`src/rtl/regfile_wb_arbiter.sv`:
```
// Round-robin writeback arbiter for the single register-file write port.
// NREQ requesters compete through a valid/ready handshake. The winning write
// is flopped onto we3/a3/wd3, so the register file sees clean registered
// signals one cycle after the grant. A per-register pending scoreboard tracks
// outstanding producers for issue-stage hazard checks.
module regfile_wb_arbiter #(
  parameter int NREQ = 3,
  parameter int AW   = 5,
  parameter int DW   = 32
) (
  input  logic                 clock,
  input  logic                 reset,
  input  logic [NREQ-1:0]      req_valid,
  input  logic [NREQ*AW-1:0]   req_addr,
  input  logic [NREQ*DW-1:0]   req_data,
  output logic [NREQ-1:0]      req_ready,
  input  logic                 wb_hold,
  input  logic                 mark_valid,
  input  logic [AW-1:0]        mark_addr,
  output logic                 we3,
  output logic [AW-1:0]        a3,
  output logic [DW-1:0]        wd3,
  output logic [(1<<AW)-1:0]   pending
);

  localparam int IW   = (NREQ > 1) ? $clog2(NREQ) : 1;
  localparam int NREG = 1 << AW;

  logic [IW-1:0]   ptr;
  logic [IW-1:0]   ptr_next;
  logic [IW-1:0]   grant_idx;
  logic [IW-1:0]   scan_idx;
  logic            transfer;
  logic [AW-1:0]   sel_addr;
  logic [DW-1:0]   sel_data;
  logic [NREG-1:0] pending_next;

  // Round-robin scan starting at ptr; the grant depends only on valid, ptr and hold.
  always_comb begin
    // NOTE: every signal written here gets a default first, so no path leaves
    // a value unassigned and no latch is inferred.
    req_ready = '0;
    grant_idx = '0;
    scan_idx  = '0;
    transfer  = 1'b0;
    if (!wb_hold) begin
      for (int k = 0; k < NREQ; k++) begin
        scan_idx = IW'((int'(ptr) + k) % NREQ);
        if (!transfer && req_valid[scan_idx]) begin
          transfer            = 1'b1;
          grant_idx           = scan_idx;
          req_ready[scan_idx] = 1'b1;
        end
      end
    end
  end

  // Winner's payload and the pointer that follows it.
  always_comb begin
    sel_addr = req_addr[grant_idx*AW +: AW];
    sel_data = req_data[grant_idx*DW +: DW];
    ptr_next = ptr;
    if (transfer) begin
      ptr_next = (grant_idx == IW'(NREQ - 1)) ? '0 : grant_idx + 1'b1;
    end
  end

  // Scoreboard: commit clears, a new mark sets, and the set wins a collision.
  always_comb begin
    pending_next = pending;
    if (we3) begin
      pending_next[a3] = 1'b0;
    end
    if (mark_valid && (mark_addr != '0)) begin
      pending_next[mark_addr] = 1'b1;
    end
    pending_next[0] = 1'b0;
  end

  // Pointer, registered write port and scoreboard state.
  always_ff @(posedge clock or negedge reset) begin
    // NOTE: the scoreboard is a bank of flops rather than a RAM, so it is
    // cleared by reset like any other state; a RAM could not be.
    if (!reset) begin
      ptr     <= '0;
      we3     <= 1'b0;
      a3      <= '0;
      wd3     <= '0;
      pending <= '0;
    end else begin
      // NOTE: non-blocking assignments here keep every flop sampling
      // pre-edge values, independent of statement order.
      ptr     <= ptr_next;
      pending <= pending_next;
      if (transfer) begin
        a3  <= sel_addr;
        wd3 <= sel_data;
        we3 <= (sel_addr != '0);
      end else begin
        we3 <= 1'b0;
      end
    end
  end

endmodule

```
`config.mk`:
```
export PLATFORM = sky130hd
export DESIGN_NAME = regfile_wb_arbiter
export DESIGN_NICKNAME = d
export VERILOG_FILES = /design/src/rtl/regfile_wb_arbiter.sv
export SDC_FILE = /design/constraint.sdc
export NUM_CORES = 1
export LEC_CHECK = 0
export ABC_AREA = 0
export CORE_MARGIN = 2
export CORE_UTILIZATION = 25
export DETAILED_ROUTE_END_ITERATION = 10
export GPL_TIMING_DRIVEN = 0
export PLACE_DENSITY = 0.59
export SKIP_CTS_REPAIR_TIMING = 1
export SLEW_MARGIN = 20
export SYNTH_ARGS = -nofsm -noshare
export SYNTH_HDL_FRONTEND = slang
export SYNTH_SLANG_ARGS = --single-unit
```
`constraint.sdc`:
```
create_clock -name clock -period 2.02 [get_ports clock]
set_input_delay 0.404 -clock clock [delete_from_list [all_inputs] [get_ports clock]]
set_output_delay 0.404 -clock clock [all_outputs]
set_load 0.03 [all_outputs]
```
* Word level (Yosys, flattened, before mapping)
Cells that the tools add are included.
** Word-level totals
- Register bits :: 71
- Input bits :: 123
- Output and inout port bits :: 73
** Operators by class
- Add/sub/neg operators :: 3
- $mul :: 1
- Divide/modulo/power cells :: 3
- Order comparisons :: 10
- Eq/ne operators :: 1
- Shift-type cells :: 2
- Mux-type cells :: 36
- Bitwise gates (word level) :: 5
- Reductions and logical operators :: 12
** Operators by type and width (number)
- 96-bit by 8-bit indexed part select with 32-bit output :: 1
- 32-bit by 3-bit remainder unit with 32-bit output (second input constant) :: 2
- 32-bit 2-to-1 mux :: 2
- 32-bit bitwise AND :: 1
- 3-bit by 3-bit remainder unit with 32-bit output (second input constant) :: 1
- 32-bit inverter :: 1
- 32-bit OR :: 1
- 3-bit 2-to-1 mux :: 6
- 1-bit 2-to-1 mux :: 15
- 15-bit by 6-bit indexed part select with 5-bit output :: 1
- 5-bit by 6-bit less-than comparator with 1-bit output (second input constant) :: 2
- 1-bit demux with 5-bit select :: 2
- 5-bit by 1-bit >= comparator with 1-bit output (second input constant) :: 2
- 2-bit 2-to-1 mux :: 5
- 5-bit nonzero test :: 2
- 2-bit by 3-bit less-than comparator with 1-bit output (second input constant) :: 3
- 1-bit logical AND :: 8
- 1-bit binary-select mux with 2-bit select :: 3
- 1-bit demux with 2-bit select :: 3
- 2-bit by 1-bit >= comparator with 1-bit output (second input constant) :: 3
- 3-bit OR :: 2
- 2-bit by 3-bit multiplier with 5-bit output (second input constant) :: 1
- 2-bit by 1-bit adder with 3-bit output (second input constant) :: 1
- 2-bit by 2-bit adder with 3-bit output (second input constant) :: 1
- 3 further kinds :: 4

* Longest topological paths before layout
Gate-level depths: netlist of the first run.
- Depth after elaboration :: 17
- Mapped depth :: 11
- Mapped depth without buffers :: 8

* Worst setup path before layout of the first run
No wires, ideal clock.
- Kind :: register to output
- From :: register ptr[0]
- To :: output req_ready[0]
- Data arrival time :: 2124 ps
- Setup slack :: -508 ps
- Cell stages (with the launch flop) :: 10
- Buffers on the path :: 1
- Cell sequence :: dfrtp_1 -> inv_1 -> ha_1 -> buf_2 -> nor2b_1 -> nor3b_1 -> a31oi_1 -> o21ai_0 -> a22oi_1 -> a21oi_1
** On the way
- Longest elaborated chain between the ends :: 13
** Ends and longest elaborated chain
- start: declaration :: RTL line 29 : logic [IW-1:0] ptr;
- start signal: assignment :: RTL line 93 : ptr <= ptr_next;
- parallel branches: the longest is 11 deep, another holds 32-bit by 3-bit remainder unit with 32-bit output
- 3-bit 2-to-1 mux (*) :: RTL line 49 : if (!transfer && req_valid[scan_idx]) begin
- 3-bit 2-to-1 mux (*) :: RTL line 46 : if (!wb_hold) begin
- end: declaration :: RTL line 16 : output logic [NREQ-1:0] req_ready,
Mark *: on every way between the ends. The select of a mux whose other input is x is not followed.

* Final worst setup path of the first run
- From :: register ptr[0]
- To :: output req_ready[2]
Same word-level chain as after synthesis.

==> results of run 1 <==
==> report_power, final <==
group          switching (mW)  total [mW]  internal (mW)
sequential              0.432        2.51           2.08
clock                   0.635        1.66           1.02
combinational            3.54        6.48           2.94
==> logic make-up after synthesis <==
family,after synthesis,synth area share (%)
multiplexers,11,2.91
flip-flops,71,46.9
AND/OR/NAND/NOR,89,12.5
adder cells (fa/ha/maj),5,1.62
other,1,0.0989
AO/OA/AOI/OAI,184,31.1
buffers and inverters,34,4.92
==> registers in the layout (all words and copies together) (netlist names) <==
register / count
we3: 1
ptr: 2
wd3: 32
a3: 5
pending: 31
==> routing by layer <==
layer / vias up / part of all wire (%) / track usage, %
li1: 1944 / - / -
met4: 0 / 0.89 / 4.46
met2: 185 / 49 / 30.4
met3: 13 / 9.8 / 6.57
met1: 2012 / 40 / 21.9
met5: - / 0 / 0
==> cell usage in the layout (no fill, tap or decap), types with 11 or more instances in the layout <==
cell             count
clkdlybuf4s50_1    189
dfrtp_1             70
o21ai_0             64
nand2_1             35
o21ai_1             35
o22a_1              23
buf_4               19
o22ai_2             19
clkbuf_16           12
nand3b_1            11
nor2_1              11
a22oi_1             11
==> layout make-up <==
type	instances	share of cell area (%)
Clock inverter	4	0.793
Inverter	5	0.270
Tap cell	188	3.39
Sequential cell	71	25.6
Clock buffer	11	3.64
Buffer	29	3.39
Timing Repair Buffer	219	32.2
Multi-Input combinational cell	290	30.7
==> path summary, 6_finish.rpt <==
kind                         from      endpoint  slack, ns  cells after the start
max                        ptr[0]  req_ready[2]      -0.61                     10
min                         reset    pending[3]       0.49                      2
max reg2reg                ptr[0]       wd3[28]      -0.52                     14
min reg2reg                wd3[2]        wd3[2]       0.49                      2
max in group asynchronous   reset        ptr[1]       0.96                      3
min in group clock         wd3[2]        wd3[2]       0.49                      2
==> per-stage QoR <==
step / power (mW) / util [%] / setup slack (ns)
after global routing: 11.2 / 46.2 / -0.710
after floorplan: 5.86 / - / -0.190
final: 10.6 / 46.2 / -0.615
after global placement: 8.12 / 40.7 / -1.97
after detailed placement: 8.22 / 40.9 / -1.33
after CTS: 9.92 / 43.0 / -1.35
==> results.py, run 1 <==
metrics = {
    "clocking": {
        "cts_root_buffer": "clkbuf_16",
        "clockBufferDepth": 2,
        "cts_tree": "yes",
        "clk_latency_ns": 0.34,
        "htreeDepth": 3,
        "cts.sinks": 71,
        "cts_buffers": 9,
        "clkTransAtPathRegs_ns": 0.06,
    },
    "finish": {
        "instances_no_fill": 817,
        "layout.filler_cells": 1400,
        "antenna_cells": 0,
        "nets": 752,
        "multi_input_area_sq_um": 2130,
        "seq_area_sq_um": 1780,
        "drive_gt1_share_pct": 21.0,
        "area_delta_synth_final_pct": 83.2,
        "finalInstanceArea_sq_um": 6940,
    },
    "logic_synthesis": {
        "synth.distinct_cells": 46,
        "synth_area_leaders": "dfrtp_1, o21ai_0, o22a_1, o21ai_1, nand2_1",
        "syn_avg_cell_area_sq_um": 9.59,
        "syn-num-nets": 522,
        "synth_ff_type": "dfrtp_1",
        "yosys.area.top_type_share_pct": 46.9,
        "synthTopCellsByCount": "o21ai_0, dfrtp_1, nand2_1, o21ai_1, o22a_1",
        "ys_warn_count": 0,
        "synth.most_common_cell": "o21ai_0",
        "synth_top_area_cell": "dfrtp_1",
        "yosysSeqAreaShare_pct": 46.9,
        "mappedNetlistArea_sq_um": 3790,
        "async_reset_ff_share_pct": 100,
        "ys_ff_latch": 71,
        "syn-instance-count": 395,
        "synth_edf_count": 0,
    },
    "floorplan": {
        "die_w_um": 127,
        "die_height_um": 127,
        "core_region_area_sq_um": 15000,
        "die_area_sq_um": 16200,
        "std_cell_rows": 45,
        "io_pins": 196,
        "start_util_pct": 25.2,
    },
    "drt": {
        "wl_per_cell_um": 18.5,
        "vias": 4154,
        "antenna_left": 0,
        "viasPerCell": 5.08,
        "drt_iter0_markers": 190,
        "postRouteWirelength_um": 15100,
        "first_pass_iters": 6,
        "drc": 0,
    },
    "sta": {
        "rsz0062_at_grt": "true",
        "timing.final.ws_setup_ns": -0.615,
        "finalSetupTns_ns": -17.76,
        "finalSetupViolCount": 43,
        "min_period_ns": 2.63,
        "slew_violations": 0,
        "fmax_mhz": 380,
        "hold_slack_ns": 0.487,
        "worstMarginPinSlew_ns": 0.784,
        "slew_headroom_pct": 47.7,
        "period_share_pct": 130,
        "hold_viol": 0,
        "clock_skew_ns": 0.00435,
    },
    "setup_path": {
        "crit_fanout": 6,
        "cp_slowest_stage_delay_ns": 0.41,
        "end_kind": "primary output",
        "start_kind": "register",
        "crit_family": "compound AO/OA/AOI/OAI gates",
        "crit_chain": "inv_2 -> ha_4 -> buf_8 -> nor2b_4 -> nor3b_2 -> a31oi_1 -> o21ai_2 -> a221oi_2 -> nor2_2 -> buf_2",
        "crit_required_ns": 1.62,
        "critPathSlowestCell": "dfrtp_1",
        "crit_arrival_ns": 2.23,
        "cp.buffers_inverters": 3,
        "crit_type": "reg -> out",
    },
    "run_status": {
        "status": "complete, but fails checks",
        "violations": "setup timing",
    },
    "placed_design": {
        "place.port_buffers": 193,
        "place_hpwl_um": 11200,
        "placed_area_sq_um": 6150,
        "gp_routability_congestion": 0.825,
        "dp.cells": 777,
    },
    "global_route": {
        "antenna_found_initial": 0,
        "overflow": 0,
        "grt_usage_pct": 18.0,
        "grt_pass1_vias": 4128,
        "grt_max_degree": 53,
        "grt_pass1_wl_um": 22600,
    },
    "power_and_ir_drop": {
        "p_leak_nw": 2.66,
        "power_density_nw_per_um2": 1530,
        "ir_drop_uv": 801,
    },
    "min_path": {
        "hp-class": "in -> async",
    },
    "run": {
        "max_cap_violations": 0,
    },
}
Power figures use the tool's default switching activity.
==> run 2: changes to the inputs <==
CORE_MARGIN = not set   (was 2)
SETUP_SLACK_MARGIN = 0.3   (was not set)
SKIP_CTS_REPAIR_TIMING = not set   (was 1)
==> results.py, run 2 (synthesis gave the netlist of run 1 again) <==
metrics = {
    "finish": {
        "nets": 766,
        "mostFrequentLayoutCells": "clkdlybuf4s50_1, dfrtp_1, dlygate4sd2_1",
        "largest_register_ffs": 32,
        "layout.filler_cells": 1438,
        "area_delta_synth_final_pct": 87.6,
        "antenna_cells": 0,
        "largestRegisters": "wd3 x32, pending x31, a3 x5",
        "layout_commonest_cell": "clkdlybuf4s50_1",
        "largest_register": "wd3",
        "drive_gt1_share_pct": 24.4,
    },
    "drt": {
        "antenna_left": 0,
        "postRouteWirelength_um": 15000,
        "drt_iter0_markers": 349,
        "wl_per_cell_um": 18.1,
        "vias": 4217,
        "drc": 22,
        "viasPerCell": 5.09,
        "first_pass_iters": 7,
    },
    "setup_path": {
        "crit_required_ns": 1.62,
        "critPathSlowestCell": "dfrtp_1",
        "crit_chain": "ha_4 -> buf_6 -> nor2b_4 -> buf_4 -> a32oi_4 -> o32ai_4 -> a221oi_2 -> nor2_2 -> buf_6",
        "crit_type": "reg -> out",
        "crit_arrival_ns": 2.23,
        "critical_path.startpoint": "ptr[1]",
        "crit_fanout": 5,
        "cp_slowest_stage_delay_ns": 0.44,
        "end_kind": "primary output",
        "start_kind": "register",
        "r2r-start": "ptr[1]",
        "cpMostUsedCell": "buf_6",
    },
    "sta": {
        "period_share_pct": 131,
        "hold_viol": 0,
        "slew_headroom_pct": 47.4,
        "fmax_mhz": 379,
        "slew_violations": 0,
        "clock_skew_ns": 0.0125,
        "hold_slack_ns": 0.0159,
        "rsz0062_at_grt": "true",
        "finalSetupViolCount": 43,
        "worstMarginPinSlew_ns": 0.789,
        "timing.final.ws_setup_ns": -0.617,
        "min_period_ns": 2.64,
    },
    "power_and_ir_drop": {
        "power_density_nw_per_um2": 1470,
        "p_leak_nw": 2.87,
        "finalPower_mw": 10.5,
        "ir_drop_uv": 560,
    },
    "clocking": {
        "cts_tree": "yes",
        "cts_buffers": 9,
        "ctsHoldBuffers": 0,
        "htreeDepth": 3,
        "cts_root_buffer": "clkbuf_16",
        "cts.sinks": 71,
        "clk_latency_ns": 0.34,
        "clockBufferDepth": 2,
        "clkTransAtPathRegs_ns": 0.06,
    },
    "global_route": {
        "grt_pass1_wl_um": 23300,
        "grt_pass1_vias": 4469,
        "overflow": 0,
        "antenna_found_initial": 0,
        "grt_max_degree": 37,
        "grt_usage_pct": 19.2,
    },
    "min_path": {
        "hp-class": "in -> async",
    },
    "floorplan": {
        "die_area_sq_um": 15700,
        "io_pins": 196,
        "die_w_um": 125,
        "std_cell_rows": 44,
        "die_height_um": 125,
        "core_region_area_sq_um": 14600,
        "start_util_pct": 25.9,
    },
    "placed_design": {
        "place.port_buffers": 193,
        "gp_routability_congestion": 0.824,
        "place_hpwl_um": 11000,
    },
    "run_status": {
        "status": "complete, but fails checks",
        "violations": "DRC, setup timing",
    },
    "run": {
        "max_cap_violations": 0,
    },
}
run 2: per-stage QoR:
stage | util (%) | std cells | instance area [sq um] | setup TNS [ns] | worst slack [ns]
floorplan | - | 395 | 4000 | -1.43 | -0.190
global placement | 42.1 | 772 | 6160 | -164.92 | -1.98
detailed placement | 42.2 | 773 | 6180 | -25.98 | -1.45
CTS | 47.5 | 821 | 6960 | -13.87 | -0.599
global route | 48.6 | 828 | 7110 | -19.44 | -0.667
finish | 48.6 | 828 | 7110 | -15.26 | -0.617
run 2: area by class of cell:
class,count,area (sq um),area share [%]
plain buffers,29,272,3.82
clock buffers,10,229,3.22
clock inverters,6,43.8,0.616
inverters,5,18.8,0.264
multi-input cells,290,2220,31.3
flip-flops and latches,71,1780,25.0
well taps,184,230,3.24
repair buffers,233,2320,32.6
run 2: what timing repair did:
item	in CTS	in global routing
endpoints found under the setup margin	112	44
resized for setup	146	23
gates cloned	6	0
pin swaps	44	46
buffers inserted	26	7
run 2: layer usage:
metal  up-vias  part of all wire [%]  global-route usage, %
met5         -                     0                      0
met1      1997                    40                   22.0
li1       1976                     -                      -
met4         0                   2.9                   8.39
met2       213                    48                   33.2
met3        31                   8.7                   5.56
run 2: power by group:
group,total [mW],internal (mW),switching [mW]
clock network,1.50,0.838,0.657
logic,6.51,2.81,3.70
registers,2.47,2.08,0.394
total,10.5,5.73,4.75
run 2: critical path: cells and delay by family (launching register included):
kind / cells / cell delay [ns]
compound gates: 3 / 0.68
fa+ha+maj: 1 / 0.19
buf+inv: 3 / 0.40
flops: 1 / 0.44
simple gates: 2 / 0.19
run 2: path summary, 6_finish.rpt:
| path | endpoint | slack [ns] | cells past startpoint |
|---|---|---|---|
| worst max-delay path | req_ready[2] | -0.62 | 9 |
| worst min-delay path | pending[13] | 0.02 | 1 |
| worst max register to register | we3 | -0.46 | 11 |
| worst min register to register | wd3[15] | 0.48 | 2 |
| max in group asynchronous | wd3[3] | 1.44 | 2 |
| min in group clock | wd3[15] | 0.48 | 2 |
